<file path="src/rtl/mcu_spi_pkg.sv">
// mcu_spi_pkg: shared target ids and framing states for the MCU SPI link
package mcu_spi_pkg;
    localparam logic [7:0] TGT_SYS = 8'd1;
    localparam logic [7:0] TGT_HID = 8'd2;
    localparam logic [7:0] TGT_OSD = 8'd3;
    typedef enum logic [2:0] {WAIT_IDLE, IDLE, TARGET, COMMAND, PAYLOAD} state_t;
endpackage

</file>
<file path="src/rtl/spi_sync.sv">
// spi_sync: multi-flop synchroniser with registered previous value for edge pulses
module spi_sync #(
    parameter int STAGES = 2
) (
    input  logic clk,
    input  logic reset,
    input  logic d,
    output logic q,
    output logic rise,
    output logic fall
);
    logic [STAGES-1:0] sr;
    logic prev;
    always_ff @(posedge clk) begin
        if (reset) begin
            sr   <= '0;
            prev <= 1'b0;
        end else begin
            sr   <= {sr[STAGES-2:0], d};
            prev <= sr[STAGES-1];
        end
    end
    assign q    = sr[STAGES-1];
    assign rise = q & ~prev;
    assign fall = ~q & prev;
endmodule

</file>
<file path="src/rtl/mcu_spi_rx.sv">
// mcu_spi_rx: SPI mode-0 target framing target/command/payload bytes into per-target strobes
module mcu_spi_rx
    import mcu_spi_pkg::*;
#(
    parameter int         SYNC_STAGES = 2,
    parameter logic [7:0] ID_BYTE     = 8'h5C
) (
    input  logic       clk,
    input  logic       reset,
    input  logic       spi_csn,
    input  logic       spi_sck,
    input  logic       spi_mosi,
    output logic       spi_miso,
    output logic [7:0] data_out,
    output logic       data_start,
    output logic       sys_strobe,
    output logic       hid_strobe,
    output logic       osd_strobe,
    input  logic [7:0] sys_din,
    input  logic [7:0] hid_din
);
    logic csn_n, csn_rise, csn_fall, sck_rise, sck_fall, mosi;
    logic sck_lvl_unused, mosi_rise_unused, mosi_fall_unused;
    logic [7:0] rx_shift, tx_shift, tgt, sel, ret_byte;
    logic [2:0] bit_cnt;
    logic byte_done, active, emit, known, bit_edge;
    state_t state, state_nx;

    spi_sync #(.STAGES(SYNC_STAGES)) u_csn (
        .clk(clk), .reset(reset), .d(spi_csn), .q(csn_n), .rise(csn_rise), .fall(csn_fall)
    );
    spi_sync #(.STAGES(SYNC_STAGES)) u_sck (
        .clk(clk), .reset(reset), .d(spi_sck), .q(sck_lvl_unused), .rise(sck_rise), .fall(sck_fall)
    );
    spi_sync #(.STAGES(SYNC_STAGES)) u_mosi (
        .clk(clk), .reset(reset), .d(spi_mosi), .q(mosi), .rise(mosi_rise_unused), .fall(mosi_fall_unused)
    );

    assign bit_edge = sck_rise && !csn_n;
    assign active   = state inside {TARGET, COMMAND, PAYLOAD};
    assign emit     = byte_done && (state == COMMAND || state == PAYLOAD);
    assign known    = tgt == TGT_SYS || tgt == TGT_HID || tgt == TGT_OSD;
    // the target byte selects its own return byte before tgt is latched
    assign sel      = state == TARGET ? rx_shift : tgt;
    assign ret_byte = sel == TGT_SYS ? sys_din : sel == TGT_HID ? hid_din : 8'h00;
    assign spi_miso = tx_shift[7];

    always_ff @(posedge clk) begin
        if (reset) state <= WAIT_IDLE;
        else       state <= state_nx;
    end

    always_comb begin
        state_nx = state;
        if (state == WAIT_IDLE)      state_nx = csn_n ? IDLE : WAIT_IDLE;
        else if (state == IDLE)      state_nx = csn_fall ? TARGET : IDLE;
        else if (csn_rise)           state_nx = IDLE;
        else if (byte_done)          state_nx = state == TARGET ? COMMAND : PAYLOAD;
    end

    always_ff @(posedge clk) begin
        if (reset) begin
            bit_cnt    <= '0;
            byte_done  <= 1'b0;
            rx_shift   <= '0;
            tx_shift   <= '0;
            tgt        <= '0;
            data_out   <= '0;
            data_start <= 1'b0;
            sys_strobe <= 1'b0;
            hid_strobe <= 1'b0;
            osd_strobe <= 1'b0;
        end else begin
            byte_done <= bit_edge && bit_cnt == 3'd7;
            if (csn_rise || csn_fall) bit_cnt <= '0;
            else if (bit_edge)        bit_cnt <= bit_cnt + 3'd1;
            if (bit_edge) rx_shift <= {rx_shift[6:0], mosi};
            if (state == TARGET && byte_done) tgt <= rx_shift;
            if (state == IDLE && csn_fall)                   tx_shift <= ID_BYTE;
            else if (byte_done && active)                    tx_shift <= ret_byte;
            else if (sck_fall && !csn_n && bit_cnt != 3'd0)  tx_shift <= {tx_shift[6:0], 1'b0};
            sys_strobe <= emit && tgt == TGT_SYS;
            hid_strobe <= emit && tgt == TGT_HID;
            osd_strobe <= emit && tgt == TGT_OSD;
            data_start <= emit && known && state == COMMAND;
            if (emit && known) data_out <= rx_shift;
        end
    end
endmodule

</file>
<file path="config.mk">
export PLATFORM = sky130hd
export DESIGN_NAME = mcu_spi_rx
export DESIGN_NICKNAME = d
export VERILOG_FILES = /design/src/rtl/mcu_spi_pkg.sv /design/src/rtl/spi_sync.sv /design/src/rtl/mcu_spi_rx.sv
export SDC_FILE = /design/constraint.sdc
export NUM_CORES = 1
export LEC_CHECK = 0
export BUFFER_PORTS_ARGS = -buffer_cell sky130_fd_sc_hd__buf_2
export CAP_MARGIN = 20
export CORE_MARGIN = 3
export CORE_UTILIZATION = 53
export CTS_BUF_LIST = sky130_fd_sc_hd__clkbuf_4 sky130_fd_sc_hd__clkbuf_8
export DETAILED_ROUTE_END_ITERATION = 6
export GPL_TIMING_DRIVEN = 0
export MAX_ROUTING_LAYER = met4
export PLACE_DENSITY = 0.85
export SLEW_MARGIN = 20
export SYNTH_ARGS = -nofsm -noshare
export SYNTH_HDL_FRONTEND = slang
export SYNTH_SLANG_ARGS = --single-unit
</file>
<file path="constraint.sdc">
create_clock -name clk -period 2.05 [get_ports clk]
set_input_delay 0.41 -clock clk [delete_from_list [all_inputs] [get_ports clk]]
set_output_delay 0.41 -clock clk [all_outputs]
set_load 0.01 [all_outputs]
</file>
# ---- Word level (Yosys, flattened, before mapping)
# Cells that the tools add are included.
dict set report op_classes {
  n_addsub 1
  eq_ne 10
  mux 13
  n_bitwise 8
  n_reduce_logical 26
}
# op count
set ops {}
lappend ops {{2-to-1 mux 8 bit} 5}
lappend ops {{equality test 8 x 2 -> 1 bit, second input constant} 3}
lappend ops {{equality test 8 x 1 -> 1 bit, second input constant} 2}
lappend ops {{2-to-1 mux 3 bit} 5}
lappend ops {{logical AND 1 bit} 13}
lappend ops {{nonzero test 3 bit} 3}
lappend ops {{2-to-1 mux 7 bit} 1}
lappend ops {{equality test 3 x 2 -> 1 bit, second input constant} 2}
lappend ops {{equality test 3 bit, second input constant} 2}
lappend ops {{bitwise AND 1 bit} 4}
lappend ops {{logical OR 1 bit} 4}
lappend ops {{NOT 1 bit} 4}
lappend ops {{nonzero test 4 bit} 1}
lappend ops {{OR reduction 2 bit} 2}
lappend ops {{adder 3 x 1 -> 3 bit, second input constant} 1}
lappend ops {{equality test 3 x 1 -> 1 bit, second input constant} 1}
lappend ops {{zero test 3 bit} 1}
lappend ops {{2-to-1 mux 2 bit} 1}
lappend ops {{nonzero test 2 bit} 1}
lappend ops {{zero test 1 bit} 1}
lappend ops {{2-to-1 mux 1 bit} 1}
dict set report totals {
  reg_bits 51
  input_bits 21
  output_inout_bits 13
  elab_cells 75
}

# ---- Logic depth before layout (Yosys ltp)
dict set report depth {
  word_depth 7
  depth_mapped 7
  ltp_nobuf 7
}

# ---- Cells and area by module
# From an unflattened synthesis, not the netlist that was laid out.
dict set report unflattened {
  cells_unflattened 255
  hier_area_um2 2243.4
}
# module n_inst cells_per_inst area_per_inst_um2 seq_area_each_um2
set modules_own_cells {}
lappend modules_own_cells {mcu_spi_rx 1 231 1969.4 860.8}
lappend modules_own_cells {spi_sync 3 8 91.3 60.1}

# ---- Worst setup path before layout
# Ideal clock, no wire load.
dict set report synth_path {
  path_type {register to register}
  start {register rx_shift[5]}
  end {register tx_shift[3]}
  setup_time_ns 0.060
  arrival_time_ns 1.994
  required_ns 1.990
  slack_ns -0.005
  path_stages_with_launch 6
  path_buffers 0
  period_less_slack_ns 2.055
  path_cell_list {dfxtp_1 or4_1 or4b_4 a21o_1 a221oi_1 o221a_1}
}
dict set report synth_between {
  elab_chain_cells 6
  elab_cells_between_ends 7
  cone_classes {2 x eq/ne; 5 x mux}
}
# item line
set synth_rtl {}
lappend synth_rtl {{from (decl)} mcu_spi_rx.sv:24} ;# logic [7:0] rx_shift, tx_shift, tgt, sel, ret_byte;
lappend synth_rtl {{from (signal assigned)} mcu_spi_rx.sv:77} ;# if (bit_edge) rx_shift <= {rx_shift[6:0], mosi};
lappend synth_rtl {{2-to-1 mux 8 bit *} mcu_spi_rx.sv:44} ;# assign sel = state == TARGET ? rx_shift : tgt;
lappend synth_rtl {{equality test 8 x 2 -> 1 bit} mcu_spi_rx.sv:45} ;# assign ret_byte = sel == TGT_SYS ? sys_din : sel == TGT_HID ? hid_din : 8'h00;
lappend synth_rtl {{2-to-1 mux 8 bit} mcu_spi_rx.sv:45}
lappend synth_rtl {{2-to-1 mux 8 bit *} mcu_spi_rx.sv:45}
lappend synth_rtl {{2-to-1 mux 8 bit *} mcu_spi_rx.sv:80} ;# else if (byte_done && active) tx_shift <= ret_byte;
lappend synth_rtl {{2-to-1 mux 7 bit *} mcu_spi_rx.sv:79} ;# if (state == IDLE && csn_fall) tx_shift <= ID_BYTE;
lappend synth_rtl {{to (signal assigned)} mcu_spi_rx.sv:80}
lappend synth_rtl {{to (signal assigned)} mcu_spi_rx.sv:81} ;# else if (sck_fall && !csn_n && bit_cnt != 3'd0) tx_shift <= {tx_shift[6:0], 1'b0};
lappend synth_rtl {{to (decl)} mcu_spi_rx.sv:24}
# Mark *: on every way between the ends. The rest lies on a longest branch, timed or not.
# A chain may end at the register's enable or synchronous reset.

# ---- Worst setup path in the final report
dict set report layout_path {
  start {register rx_shift[3]}
  end {register tx_shift[2]}
}
# Same word-level chain as after synthesis.

==> results by group <==
Worst setup path
  – RR Startpoint: rx_shift[3]$_SDFFE_PP0P_
  – CP Data Arrival Time: 2.42 ns
  – Crit-path max FO: 4
  – WS Path Type: reg -> reg
  – Critical path capture point type: flop
  – Reg2reg path depth: 5
  – Worst setup SP type: flop
  – R2R Setup Slk: -0.11 ns
  – Worst r2r dst: tx_shift[2]$_SDFFE_PP0P_
  – WP data required: 2.31 ns

Global route
  – Met1 usage: 0.265
  – First-pass GRT wire length: ~8400 um
  – GR Util met2: 0.337
  – Met3 usage: 0.0554
  – All-Layer GR Usage: 0.212
  – Vias in the first global route: around 1800
  – Largest net degree at the start of global routing: 18
  – Initial antenna violation count: 0
  – Overflow left after global routing: 0
  – Most Crowded Layer GR: met2

Worst hold path
  – Worst hold path class: in -> reg
  – Hold EP: u_mosi.sr[0]$_SDFF_PP0_
  – Hold Path Depth: 2
  – Min-delay src: spi_mosi

Clock network
  – CTS tree: done
  – Clk Latency, worst-skew pair: 0.32 ns
  – H-tree Lvls: 2
  – Root Driver: clkbuf_8
  – CTS max path bufs: 2
  – Hold Buf Count CTS: 0
  – Clk slew on worst S/H paths: 0.10 ns
  – CTS sink count: 51
  – CTS Buf Count: 5

Placed design
  – Number of port buffers: 33
  – Routability cong.: 0.863
  – Placed Cells: 339
  – Final HPWL DP: 3400 um

Synth
  – Synth Instances: 256
  – Syn_area_per_cell: between 8 and 9 um2
  – Synth warn: 0
  – Sequential share of the synthesized area: 0.456
  – Cell variety after synth: 46
  – Yosys reg bits: 51
  – Syn_nets: 282
  – Cell area after synthesis: 2240 um2

Layout
  – Final net count: between 300 and 400
  – Diode count: 0
  – Area growth, synth to finish: 21.6%
  – Most common library cell in the layout ignoring fill and taps: dfxtp_1
  – Final core utilization: 0.676
  – Share of post-route cells with drive strength above 1: 0.256
  – Finished Layout Cells: ~360
  – Most frequent cells in the layout: 47 x dfxtp_1, 45 x nand2_1, 33 x buf_2, 24 x a21oi_1, 22 x nor2_1
  – Fillers: 315

STA
  – Slew headroom: 0.512
  – Tmin final: between 2 and 2.5 ns
  – Slew @ Worst Pin: 0.725 ns
  – Max Clk Rate: 463 MHz
  – Endpoints failing hold: 0
  – Final Setup Violations: 3
  – Period utilisation layout: 1.05
  – Max-slew violation count: 0
  – Setup ws final: -0.111 ns
  – Clock skew after layout: 0.00713 ns
  – RSZ-0062 raised after global routing: true

Drt
  – Total number of vias: 1994
  – DRC viols: 0
  – First DRT Iteration DRCs: 170
  – DR vias/cell: 5.62
  – Pre-antenna DRT Iters: 4
  – Routed WL: 5190 um
  – WL per Instance: approximately 15 um
  – Post-route ant nets: 0

Die
  – Chip Height: 71.0 um
  – Die Wd: 71.0 um
  – Die ar.: around 5000 um2
  – Total core area: 4030 um2
  – I/O pins: 34
  – Number of core rows: 23
  – Starting Density: 0.556

Job
  – Max-cap violations: 0

Run status
  – Violated checks: setup timing
  – Outcome: complete, but fails checks

Power
  – Cell Pwr Density: 632 nW/um2
  – Leakage power: around 1.1 nW
  – Total Power: 1.72 mW
  – Max VDD drop: approximately 0.6 mV
## per-stage QoR
stage	hold slack, ns	setup TNS (ns)	cell area [um2]	setup WS [ns]
2_1_floorplan	0.414	0	2250	0.0118
3_3_place_gp	0.419	-1.40	2470	-0.132
3_5_place_dp	0.425	-1.54	2470	-0.151
4_1_cts	0.286	-0.238	2650	-0.101
5_1_grt	0.325	-1.30	2730	-0.203
6_report	0.288	-0.306	2730	-0.111
## area by class of cell
class	count	area (um2)	share of cell area
multi-input combinational	187	1200	0.441
sequential	51	1030	0.376
timing repair buffer	41	238	0.0872
buffer	11	80.1	0.0294
clock buffer	5	68.8	0.0253
tap	50	62.6	0.0230
inverter	7	26.3	0.00964
clock inverter	3	22.5	0.00826
## worst max-delay path by stage
stage / to / start / slack (ns) / depth (start not counted)
finish: tx_shift[2]$_SDFFE_PP0P_ / rx_shift[3]$_SDFFE_PP0P_ / -0.11 / 5
global route: tx_shift[2]$_SDFFE_PP0P_ / rx_shift[3]$_SDFFE_PP0P_ / -0.20 / 5
CTS: tx_shift[3]$_SDFFE_PP0P_ / rx_shift[3]$_SDFFE_PP0P_ / -0.10 / 5
detailed placement: tx_shift[3]$_SDFFE_PP0P_ / tgt[5]$_SDFFE_PP0P_ / -0.15 / 6
global placement: data_out[6]$_SDFFE_PP0P_ / tgt[5]$_SDFFE_PP0P_ / -0.13 / 6
floorplan: tx_shift[2]$_SDFFE_PP0P_ / rx_shift[3]$_SDFFE_PP0P_ / 0.01 / 5
## worst max-delay path, cell delays in order, from the launching register on
cell	delay [ns]
dfxtp_2	0.33
or4_4	0.52
or4b_4	0.52
a21o_4	0.24
a221o_1	0.33
a21oi_2	0.14
## Yosys cell counts, drive strengths merged
cell	number	area [um2]
clkbuf	7	46.3
buf	4	27.5
a221o	2	20.0
a211oi	6	45.0
dfxtp	51	1020
nand2b	5	31.3
o21a	1	7.51
inv	7	26.3
ha	5	62.6
and3b	1	8.76
nor3b	2	26.3
nor2b	7	43.8
nor4	2	12.5
mux2i	10	100
a32oi	1	8.76
a31oi	1	6.26
nand2	45	169
nor3	5	41.3
nand3	4	25.0
and2b	1	8.76
or4	3	22.5
o32ai	1	16.3
or2b	1	8.76
xnor2	1	8.76
or3	2	13.8
o21ai	17	85.1
nand3b	2	15.0
a21oi	25	125
and2	2	12.5
and3	3	20.0
o221a	1	11.3
a221oi	2	17.5
nor2	22	82.6
or4b	1	13.8
a21o	2	15.0
a22o	4	35.0
## per-layer routing
metal / vias up / routed length [um] / part of all wire
met5: - / 0 / 0
met1: 929 / 2260 / 0.43
li1: 985 / - / -
met4: 0 / 153 / 0.029
met3: 18 / 291 / 0.056
met2: 62 / 2490 / 0.48
## power by group
group	switching, mW	leakage (nW)	internal [mW]	total, mW
clock network	0.360	0.0485	0.245	0.606
registers	0.00879	0.415	1.00	1.01
logic	0.0579	0.600	0.0465	0.104
## kinds of logic after synthesis
logic type	share of synthesized area
XOR/XNOR	0.00391
AND/OR/NAND/NOR	0.248
AO/OA/AOI/OAI	0.175
flip-flops	0.456
multiplexers	0.0447
buffers and inverters	0.0447
adder cells (fa/ha/maj)	0.0279
## registers in the layout, summed over array words and instances (netlist names), 2 cells and up
name and count:
bit_cnt 3, data_out 8, rx_shift 8, state 3, tgt 8, tx_shift 8, u_csn.sr 2, u_mosi.sr 2
u_sck.sr 2
## timing repair
item | CTS | global route
endpoints found under the setup margin | 13 | 16
setup buffers | 5 | 3
gates resized for setup | 8 | 13
pin swaps | 4 | 7
Note: power is estimated with default switching activity, not from simulation.
